### config.mk
export PLATFORM = sky130hd
export DESIGN_NAME = program_memory_loader_flat
export DESIGN_NICKNAME = d
export VERILOG_FILES = /design/src/rtl/program_memory_loader_pkg.sv /design/src/rtl/program_memory_loader_if.sv /design/src/rtl/program_memory_loader_ram_dp.sv /design/src/rtl/program_memory_loader.sv /design/src/flat_wrapper.sv
export SDC_FILE = /design/constraint.sdc
export NUM_CORES = 2
export LEC_CHECK = 0
export ABC_AREA = 1
export ABC_CLOCK_PERIOD_IN_PS = 4100
export CAP_MARGIN = 20
export CORE_ASPECT_RATIO = 1.2
export CORE_MARGIN = 4
export CORE_UTILIZATION = 40
export CTS_CLUSTER_DIAMETER = 100
export CTS_CLUSTER_SIZE = 16
export DETAILED_ROUTE_END_ITERATION = 8
export PLACE_DENSITY_LB_ADDON = 0.12
export SKIP_LAST_GASP = 1
export SYNTH_ARGS = -nofsm -noshare
export SYNTH_HDL_FRONTEND = slang
export SYNTH_SLANG_ARGS = --single-unit
export TNS_END_PERCENT = 50
### constraint.sdc
create_clock -name clk -period 4.1 [get_ports clk]
set_input_delay 0.615 -clock clk [delete_from_list [all_inputs] [get_ports clk]]
set_output_delay 0.615 -clock clk [all_outputs]
set_load 0.03 [all_outputs]
### src/rtl/program_memory_loader_pkg.sv
// Shared definitions for the loadable MIPS program memory.
package program_memory_loader_pkg;

  typedef enum logic [1:0] {
    ST_IDLE,
    ST_LOADING,
    ST_RUN
  } state_t;

  localparam logic [31:0] NOP                  = 32'h0000_0000;
  localparam logic [31:0] DEFAULT_BASE_ADDRESS = 32'h0040_0000;

  // Word-address width for a memory of the given depth (at least one bit).
  function automatic int unsigned addr_width(input int unsigned depth);
    return (depth > 1) ? $clog2(depth) : 1;
  endfunction

endpackage

### src/rtl/program_memory_loader_if.sv
// Boot-load and fetch bus between the loader source / fetch stage and the program memory.
interface program_memory_loader_if #(
  parameter int unsigned MEMORY_DEPTH = 64,
  parameter int unsigned DATA_WIDTH   = 32
);
  localparam int unsigned CNT_W = $clog2(MEMORY_DEPTH + 1);

  logic                  LoadStart;
  logic [DATA_WIDTH-1:0] LoadData;
  logic                  LoadValid;
  logic                  LoadLast;
  logic                  LoadReady;
  logic                  LoadDone;
  logic [CNT_W-1:0]      LoadCount;
  logic                  FetchEnable;
  logic [DATA_WIDTH-1:0] Address;
  logic [DATA_WIDTH-1:0] Instruction;
  logic                  InstructionValid;
  logic                  Fault;

  modport master (
    output LoadStart, LoadData, LoadValid, LoadLast, FetchEnable, Address,
    input  LoadReady, LoadDone, LoadCount, Instruction, InstructionValid, Fault
  );

  modport slave (
    input  LoadStart, LoadData, LoadValid, LoadLast, FetchEnable, Address,
    output LoadReady, LoadDone, LoadCount, Instruction, InstructionValid, Fault
  );

endinterface

### src/rtl/program_memory_loader_ram_dp.sv
// Simple dual-port RAM: one synchronous write port, one synchronous read port, no reset.
module program_ram_dp #(
  parameter int unsigned DEPTH  = 64,
  parameter int unsigned WIDTH  = 32,
  parameter int unsigned ADDR_W = 6
) (
  input  logic              clk,
  input  logic              wr_en,
  input  logic [ADDR_W-1:0] wr_addr,
  input  logic [WIDTH-1:0]  wr_data,
  input  logic              rd_en,
  input  logic [ADDR_W-1:0] rd_addr,
  output logic [WIDTH-1:0]  rd_data
);

  logic [WIDTH-1:0] mem [DEPTH];

  // Write port: store the accepted load word.
  always_ff @(posedge clk) begin
    if (wr_en) mem[wr_addr] <= wr_data;
  end

  // Read port: registered read, holds its value when not enabled.
  always_ff @(posedge clk) begin
    if (rd_en) rd_data <= mem[rd_addr];
  end

endmodule

### src/rtl/program_memory_loader.sv
// Loadable program memory: valid/ready boot-load port, registered checked fetch port.
module program_memory_loader
  import program_memory_loader_pkg::*;
#(
  parameter int unsigned           MEMORY_DEPTH = 64,
  parameter int unsigned           DATA_WIDTH   = 32,
  parameter logic [DATA_WIDTH-1:0] BASE_ADDRESS = DATA_WIDTH'(DEFAULT_BASE_ADDRESS)
) (
  input logic                    clk,
  input logic                    reset,
  program_memory_loader_if.slave bus
);

  localparam int unsigned ADDR_W = addr_width(MEMORY_DEPTH);
  localparam int unsigned CNT_W  = $clog2(MEMORY_DEPTH + 1);

  state_t                state;
  logic [CNT_W-1:0]      load_count;
  logic                  load_done;
  logic                  fetch_valid;
  logic                  fetch_fault;
  logic                  fetch_hit;
  logic                  accept;
  logic                  last_word;
  logic                  fetch_req;
  logic                  fetch_bad;
  logic [DATA_WIDTH-1:0] index;
  logic [DATA_WIDTH-1:0] ram_q;

  // Load handshake and fetch range/alignment check, evaluated in the request cycle.
  always_comb begin
    accept    = (state == ST_LOADING) && bus.LoadValid && !bus.LoadStart;
    last_word = (load_count == CNT_W'(MEMORY_DEPTH - 1));
    fetch_req = (state == ST_RUN) && bus.FetchEnable;
    // BASE_ADDRESS is word aligned, so subtracting word addresses equals (Address-BASE)>>2.
    index     = (bus.Address >> 2) - (BASE_ADDRESS >> 2);
    fetch_bad = (bus.Address[1:0] != 2'b00) ||
                (bus.Address < BASE_ADDRESS) ||
                (index >= DATA_WIDTH'(load_count));
  end

  // Control FSM, load counter and fetch status registers; a restart overrides everything else.
  always_ff @(posedge clk or negedge reset) begin
    if (!reset) begin
      state       <= ST_IDLE;
      load_count  <= '0;
      load_done   <= 1'b0;
      fetch_valid <= 1'b0;
      fetch_fault <= 1'b0;
      fetch_hit   <= 1'b0;
    end else begin
      fetch_valid <= 1'b0;
      unique case (state)
        ST_LOADING: begin
          if (accept) begin
            load_count <= load_count + CNT_W'(1);
            if (bus.LoadLast || last_word) begin
              state     <= ST_RUN;
              load_done <= 1'b1;
            end
          end
        end
        ST_RUN: begin
          if (bus.FetchEnable) begin
            fetch_valid <= 1'b1;
            fetch_fault <= fetch_bad;
            fetch_hit   <= !fetch_bad;
          end
        end
        default: ;
      endcase
      if (bus.LoadStart) begin
        state      <= ST_LOADING;
        load_count <= '0;
        load_done  <= 1'b0;
      end
    end
  end

  // RAM is read only for in-range fetches; the registered hit flag masks stale or
  // unloaded data so Instruction reads as NOP after reset and after a fault.
  program_ram_dp #(
    .DEPTH (MEMORY_DEPTH),
    .WIDTH (DATA_WIDTH),
    .ADDR_W(ADDR_W)
  ) u_ram (
    .clk    (clk),
    .wr_en  (accept),
    .wr_addr(load_count[ADDR_W-1:0]),
    .wr_data(bus.LoadData),
    .rd_en  (fetch_req && !fetch_bad),
    .rd_addr(index[ADDR_W-1:0]),
    .rd_data(ram_q)
  );

  assign bus.LoadReady        = (state == ST_LOADING) && !bus.LoadStart;
  assign bus.LoadDone         = load_done;
  assign bus.LoadCount        = load_count;
  assign bus.Instruction      = fetch_hit ? ram_q : DATA_WIDTH'(NOP);
  assign bus.InstructionValid = fetch_valid;
  assign bus.Fault            = fetch_fault;

endmodule

### src/flat_wrapper.sv
// flat-port wrapper written by rule: the top's interface ports become plain ports
module program_memory_loader_flat import program_memory_loader_pkg::*;
#(
  parameter int unsigned           MEMORY_DEPTH = 64,
  parameter int unsigned           DATA_WIDTH   = 32,
  parameter logic [DATA_WIDTH-1:0] BASE_ADDRESS = DATA_WIDTH'(DEFAULT_BASE_ADDRESS)
)
  (clk, reset, bus_LoadStart, bus_LoadData, bus_LoadValid, bus_LoadLast, bus_FetchEnable, bus_Address, bus_LoadReady, bus_LoadDone, bus_LoadCount, bus_Instruction, bus_InstructionValid, bus_Fault);
  program_memory_loader_if #(.MEMORY_DEPTH(MEMORY_DEPTH), .DATA_WIDTH(DATA_WIDTH)) bus_i ();
  input logic clk;
  input logic reset;
  input wire logic [$bits(bus_i.LoadStart)-1:0] bus_LoadStart;
  input wire logic [$bits(bus_i.LoadData)-1:0] bus_LoadData;
  input wire logic [$bits(bus_i.LoadValid)-1:0] bus_LoadValid;
  input wire logic [$bits(bus_i.LoadLast)-1:0] bus_LoadLast;
  input wire logic [$bits(bus_i.FetchEnable)-1:0] bus_FetchEnable;
  input wire logic [$bits(bus_i.Address)-1:0] bus_Address;
  output wire logic [$bits(bus_i.LoadReady)-1:0] bus_LoadReady;
  output wire logic [$bits(bus_i.LoadDone)-1:0] bus_LoadDone;
  output wire logic [$bits(bus_i.LoadCount)-1:0] bus_LoadCount;
  output wire logic [$bits(bus_i.Instruction)-1:0] bus_Instruction;
  output wire logic [$bits(bus_i.InstructionValid)-1:0] bus_InstructionValid;
  output wire logic [$bits(bus_i.Fault)-1:0] bus_Fault;
  assign bus_i.LoadStart = bus_LoadStart;
  assign bus_i.LoadData = bus_LoadData;
  assign bus_i.LoadValid = bus_LoadValid;
  assign bus_i.LoadLast = bus_LoadLast;
  assign bus_i.FetchEnable = bus_FetchEnable;
  assign bus_i.Address = bus_Address;
  assign bus_LoadReady = bus_i.LoadReady;
  assign bus_LoadDone = bus_i.LoadDone;
  assign bus_LoadCount = bus_i.LoadCount;
  assign bus_Instruction = bus_i.Instruction;
  assign bus_InstructionValid = bus_i.InstructionValid;
  assign bus_Fault = bus_i.Fault;
  program_memory_loader #(.MEMORY_DEPTH(MEMORY_DEPTH), .DATA_WIDTH(DATA_WIDTH), .BASE_ADDRESS(BASE_ADDRESS)) u_core (.clk(clk), .reset(reset), .bus(bus_i));
endmodule
Yosys cells after proc, flatten, opt, wreduce, memory -nomap -nowiden --
Memory sizes are Yosys's and may differ from the RTL's. A register that Yosys moved wholly into a read port is not among the register bits. Index checks and enable logic that the tools add are counted.
Storage, ports and cells: memories 1, RAM bits 2048, logic and storage cells 47, input port bits 70, bits in registers 13, output and inout port bits 43
Memories:
- u_core.u_ram.mem | depth 64, width 32, rd ports 1, clocked after Yosys merged registers in 1, write ports 1, RTL line program_memory_loader_ram_dp.sv:16 | logic [WIDTH-1:0] mem [DEPTH];
Cells by class: mux-type cells 16, order comparisons 2, reduce and logical (&&, ||, !) cells 17, add/sub/neg operators 2, equality and inequality tests 3
Operators by type and width (count):
- greater-or-equal comparator 32 x 7 -> 1 bit | 1
- less-than comparator 32 x 23 -> 1 bit, second input constant | 1
- 2-to-1 mux 32 bit | 1
- subtractor 30 x 21 -> 31 bit, second input constant | 1
- 2-to-1 mux 7 bit | 3
- 2-to-1 mux 1 bit | 8
- 2-to-1 mux 2 bit | 4
- nonzero test 2 bit | 4
- adder 7 x 1 -> 7 bit, second input constant | 1
- equality test 7 x 6 -> 1 bit, second input constant | 1
- logical AND 1 bit | 5
- AND reduction 2 bit | 2
- logical OR 1 bit | 3
- AND reduction 3 bit | 1
- equality test 2 x 1 -> 1 bit, second input constant | 1
- equality test 2 bit, second input constant | 1
- logical NOT 1 bit | 2

Depth between registers and ports, before layout --
depth after elaboration 6, mapped depth 19, gate-level depth less buffers 15

Modules after synthesis --
Synthesis repeated with hierarchy kept, for this count alone.
Unflattened totals: cell total of the unflattened synthesis 6948, area total of the unflattened synthesis 84134.4 sq um
By module, submodules not included:
- program_ram_dp | instances 1, seq. area each 62459.9 sq um, cells an instance 6769, area an instance 83058.4 sq um
- program_memory_loader | instances 1, seq. area each 300.3 sq um, cells an instance 179, area an instance 1076.0 sq um

Least setup slack after synthesis --
OpenSTA, ideal clock, no wires.
path type reg-to-reg, from reg u_core.bus.LoadDone (netlist name), to mem u_core.u_ram.mem[10][0], enable pin, clock period less this slack 3.241 ns, stages on the path, launching flop included 8, buffers on the path 0, setup time 0.421 ns, data required time 3.679 ns, data arrival time 2.820 ns, path slack 0.859 ns, cell sequence dfrtp_1 inv_1 nand3_1 nor2_2 inv_1 nor2_2 nand3_1 nor2_1
RTL lines (RTL line):
- to (decl) | program_memory_loader_ram_dp.sv:16

Final worst setup path --
from reg u_core.fetch_hit, to out bus_Instruction[18]
Between the ends: longest elaborated chain between the ends 1
Ends and longest elaborated chain:
- from (decl) | RTL line program_memory_loader.sv:22 | logic fetch_hit;
- from (signal assigned) | RTL line program_memory_loader.sv:67 | fetch_hit <= !fetch_bad;
- 2-to-1 mux 32 bit | RTL line program_memory_loader.sv:99 | assign bus.Instruction = fetch_hit ? ram_q : DATA_WIDTH'(NOP);
- to (decl) | RTL line flat_wrapper.sv:21 | output wire logic [$bits(bus_i.Instruction)-1:0] bus_Instruction;
No other way between the ends.

==> metrics.yaml <==
outcome:
  status: "finished, final reports clean"
layout:
  design_area_um2: 93400
  drive_above_1_share_pct: 6.81
  layout_common_cells: "2235 x nand2_1, 2080 x edfxtp_1, 1933 x nand3_1, 154 x clkbuf_16, 109 x buf_4"
  final_common_cell: "nand2_1"
  syn_to_final_growth_pct: 11.1
  regArea_um2: 62800
  final_util_pct: 44.6
  nNetsFinal: 7003
  fillCellCount: 19000
  multi_input_area_um2: 19300
timing:
  tns_ns: 0
  hold_violations: 0
  slew_violations: 0
  setup_viol_count_final: 0
  maxSlewHeadroom_pct: 29.6
  period_minus_slack_ns: 3.59
  fin_skew_ns: 0.0281
  fin_crit_sh_pct: 87.6
  rsz0062_at_grt: "no"
  tightest_slew_ns: 1.05
  max_freq_mhz: 279
floorplanning:
  die_w_um: 426
  die-area_um2: 218000
  initial_utilization_pct: 40.2
  num_io_pins: 113
  coreArea_um2: 209000
  die_h_um: 510
  fp-row-count: 184
clocking:
  cts_root_buf: "clkbuf_16"
  numCtsBuffers: 148
  clockBufferDepth: 3
  post_cts_buffers: 0
  clk_pin_slew_ns: 0.07
  clock_latency_ns: 0.82
  h-tree-depth: 4
  clkSinkCount: 2092
  tritoncts: "built"
detailed_routing:
  dr.pass1.iters: 6
  drc: 0
  first_iter_violations: 5001
  vias: 53400
  drtAntennaViolNets: 0
  wl_per_cell_um: 25.3
  vias_per_cell: 5.48
  totalWireLength_mm: 247
critical_path:
  worst-path-max-fanout: 20
  reg2reg_from: "u_core.bus.LoadDone"
  critical_path.startpoint: "u_core.fetch_hit"
  cp-end-kind: "primary output"
  arrival_ns: 2.97
  start_kind: "register"
  crit_required_ns: 3.48
  worstSetupPathType: "reg2out"
power_and_ir_drop:
  p_int_uw: 30900
  switching_share_pct: 22.6
  p_switching_uw: 9020
  p_per_area_nw_per_um2: 428
  p_comb_share_pct: 6.3
  clockPowerShare_pct: 34.8
  power.leakage_uw: 0.0321
  seqPwrFrac_pct: 58.9
  peakVddDrop_mv: 0.457
logic_synthesis:
  ys_top_cells_by_area: "edfxtp_1 74%, nand3_1 12%, nand2_1 10%, buf_2 1.6%, buf_4 0.47%"
  synth_top_area_share_pct: 74.3
  ys_seq_area_share_pct: 74.7
  syn_inst: 6917
  syn_nets: 6995
  avgSynthCellArea_um2: 12.2
  ys_ff_latch: 2092
  synth_top_area_cell: "edfxtp_1"
  synth_area_um2: 84000
  ys.warnings.count: 0
  post_synth_num_cell_types: 27
global_route:
  grt_pass1_wl_mm: 359
  grt_pass1_vias: 51300
  grtUsageTotal_pct: 22.4
  grt_max_degree: 160
  overflow: 0
  antenna_found_initial: 11
placed_design:
  dpl-instance-area_um2: 89300
  hpwl_mm: 133
  place.gp.congestion: 0.826
  place.port_buffers: 112
run:
  maxCapViolCount: 0
min_path:
  hold_path.class: "in2async"
[final timing paths]
check	slack [ns]	to	cells past startpoint
max	0.51	bus_Instruction[18]	4
max reg2reg	1.02	u_core.u_ram.mem[0][10]	9
min reg2reg	0.55	u_core.bus.Fault	2
min	0.18	u_core.bus.LoadDone	1
max in group asynchronous	3.47	u_core.fetch_hit	1
min in group clk	0.21	u_core.u_ram.mem[13][17]	1
[state kept, by name (all words and copies together) (netlist names)]
name and flops:
u_core.u_ram.mem 2048, u_core.u_ram.rd_data 32, u_core.bus.LoadCount 7, u_core.bus.Fault 1, u_core.bus.InstructionValid 1, u_core.bus.LoadDone 1, u_core.fetch_hit 1, u_core.state 1
[metal layers]
layer	GRT usage, %	part of all wire (%)	wire length [um]	vias up
met5	0	0.026	64	-
met4	7.23	3.3	8090	10
met3	2.67	5.2	12800	333
met2	37.8	49	122000	1610
met1	30.2	42	104000	26900
li1	-	-	-	24500
[worst max-delay path, stage by stage (launching register included)]
cell,delay [ns]
dfrtp_2,0.83
buf_4,0.35
nand2_1,0.17
inv_1,0.09
clkdlybuf4s50_1,0.67
[through the flow]
| step | std cells | power (uW) | setup WS [ns] | hold WS, ns |
|---|---|---|---|---|
| 3_3_place_gp | 9560 | 26500 | 0.385 | 0.526 |
| 3_5_place_dp | 9561 | 26600 | 0.432 | 0.540 |
| 6_report | 9737 | 39900 | 0.510 | 0.183 |
| 2_1_floorplan | 6917 | 25400 | 0.859 | 0.319 |
| 5_1_grt | 9737 | 41300 | 0.402 | 0.176 |
| 4_1_cts | 9733 | 40300 | 0.392 | 0.117 |
[final cells by class]
type	count	area share, %
antenna	1	0.00268
clock buffer	161	4.15
clock inverter	10	0.153
inverter	58	0.275
multi-input combinational	4315	20.7
sequential	2092	67.2
tap	2790	3.74
timing repair buffer	310	3.82
[cell families (layout without fill, tap and decap cells)]
logic type / after synthesis / in the layout / synth area share, %
flip-flops: 2092 / 2092 / 74.7
adder cells (fa/ha/maj): 8 / 8 / 0.119
AND/OR/NAND/NOR: 4281 / 4281 / 22.1
other: 0 / 1 / 0
AO/OA/AOI/OAI: 23 / 23 / 0.147
buffers and inverters: 510 / 539 / 2.94
XOR/XNOR: 3 / 3 / 0.0313
[synth_stat cells]
cell	count
and2_1	19
buf_2	261
o21ai_0	6
inv_1	55
dfrtp_1	12
inv_4	1
o21ai_1	3
buf_1	39
nor2_2	2
clkbuf_1	95
xor2_1	3
nor3b_1	1
nand2_1	2235
nand4_1	5
ha_1	8
buf_6	4
inv_2	1
nor2_1	81
buf_4	53
edfxtp_1	2080
o22ai_1	3
o21bai_1	1
nor3_1	5
clkinv_1	1
nand3_1	1933
a22oi_1	1
a21oi_1	9
[power by group through the flow]
stage / clock network [uW] / logic (uW) / registers (uW)
floorplan: 0 / 1390 / 24000
global placement: 0 / 2530 / 24000
detailed placement: 0 / 2560 / 24000
CTS: 14300 / 2560 / 23500
global route: 15000 / 2770 / 23500
finish: 13900 / 2530 / 23500
[what timing repair did]
item	CTS	global route
resized for setup	0	0
hold buffers	1	0
hold endpoints to repair	2	0
Note: power is estimated with default switching activity, not from simulation.
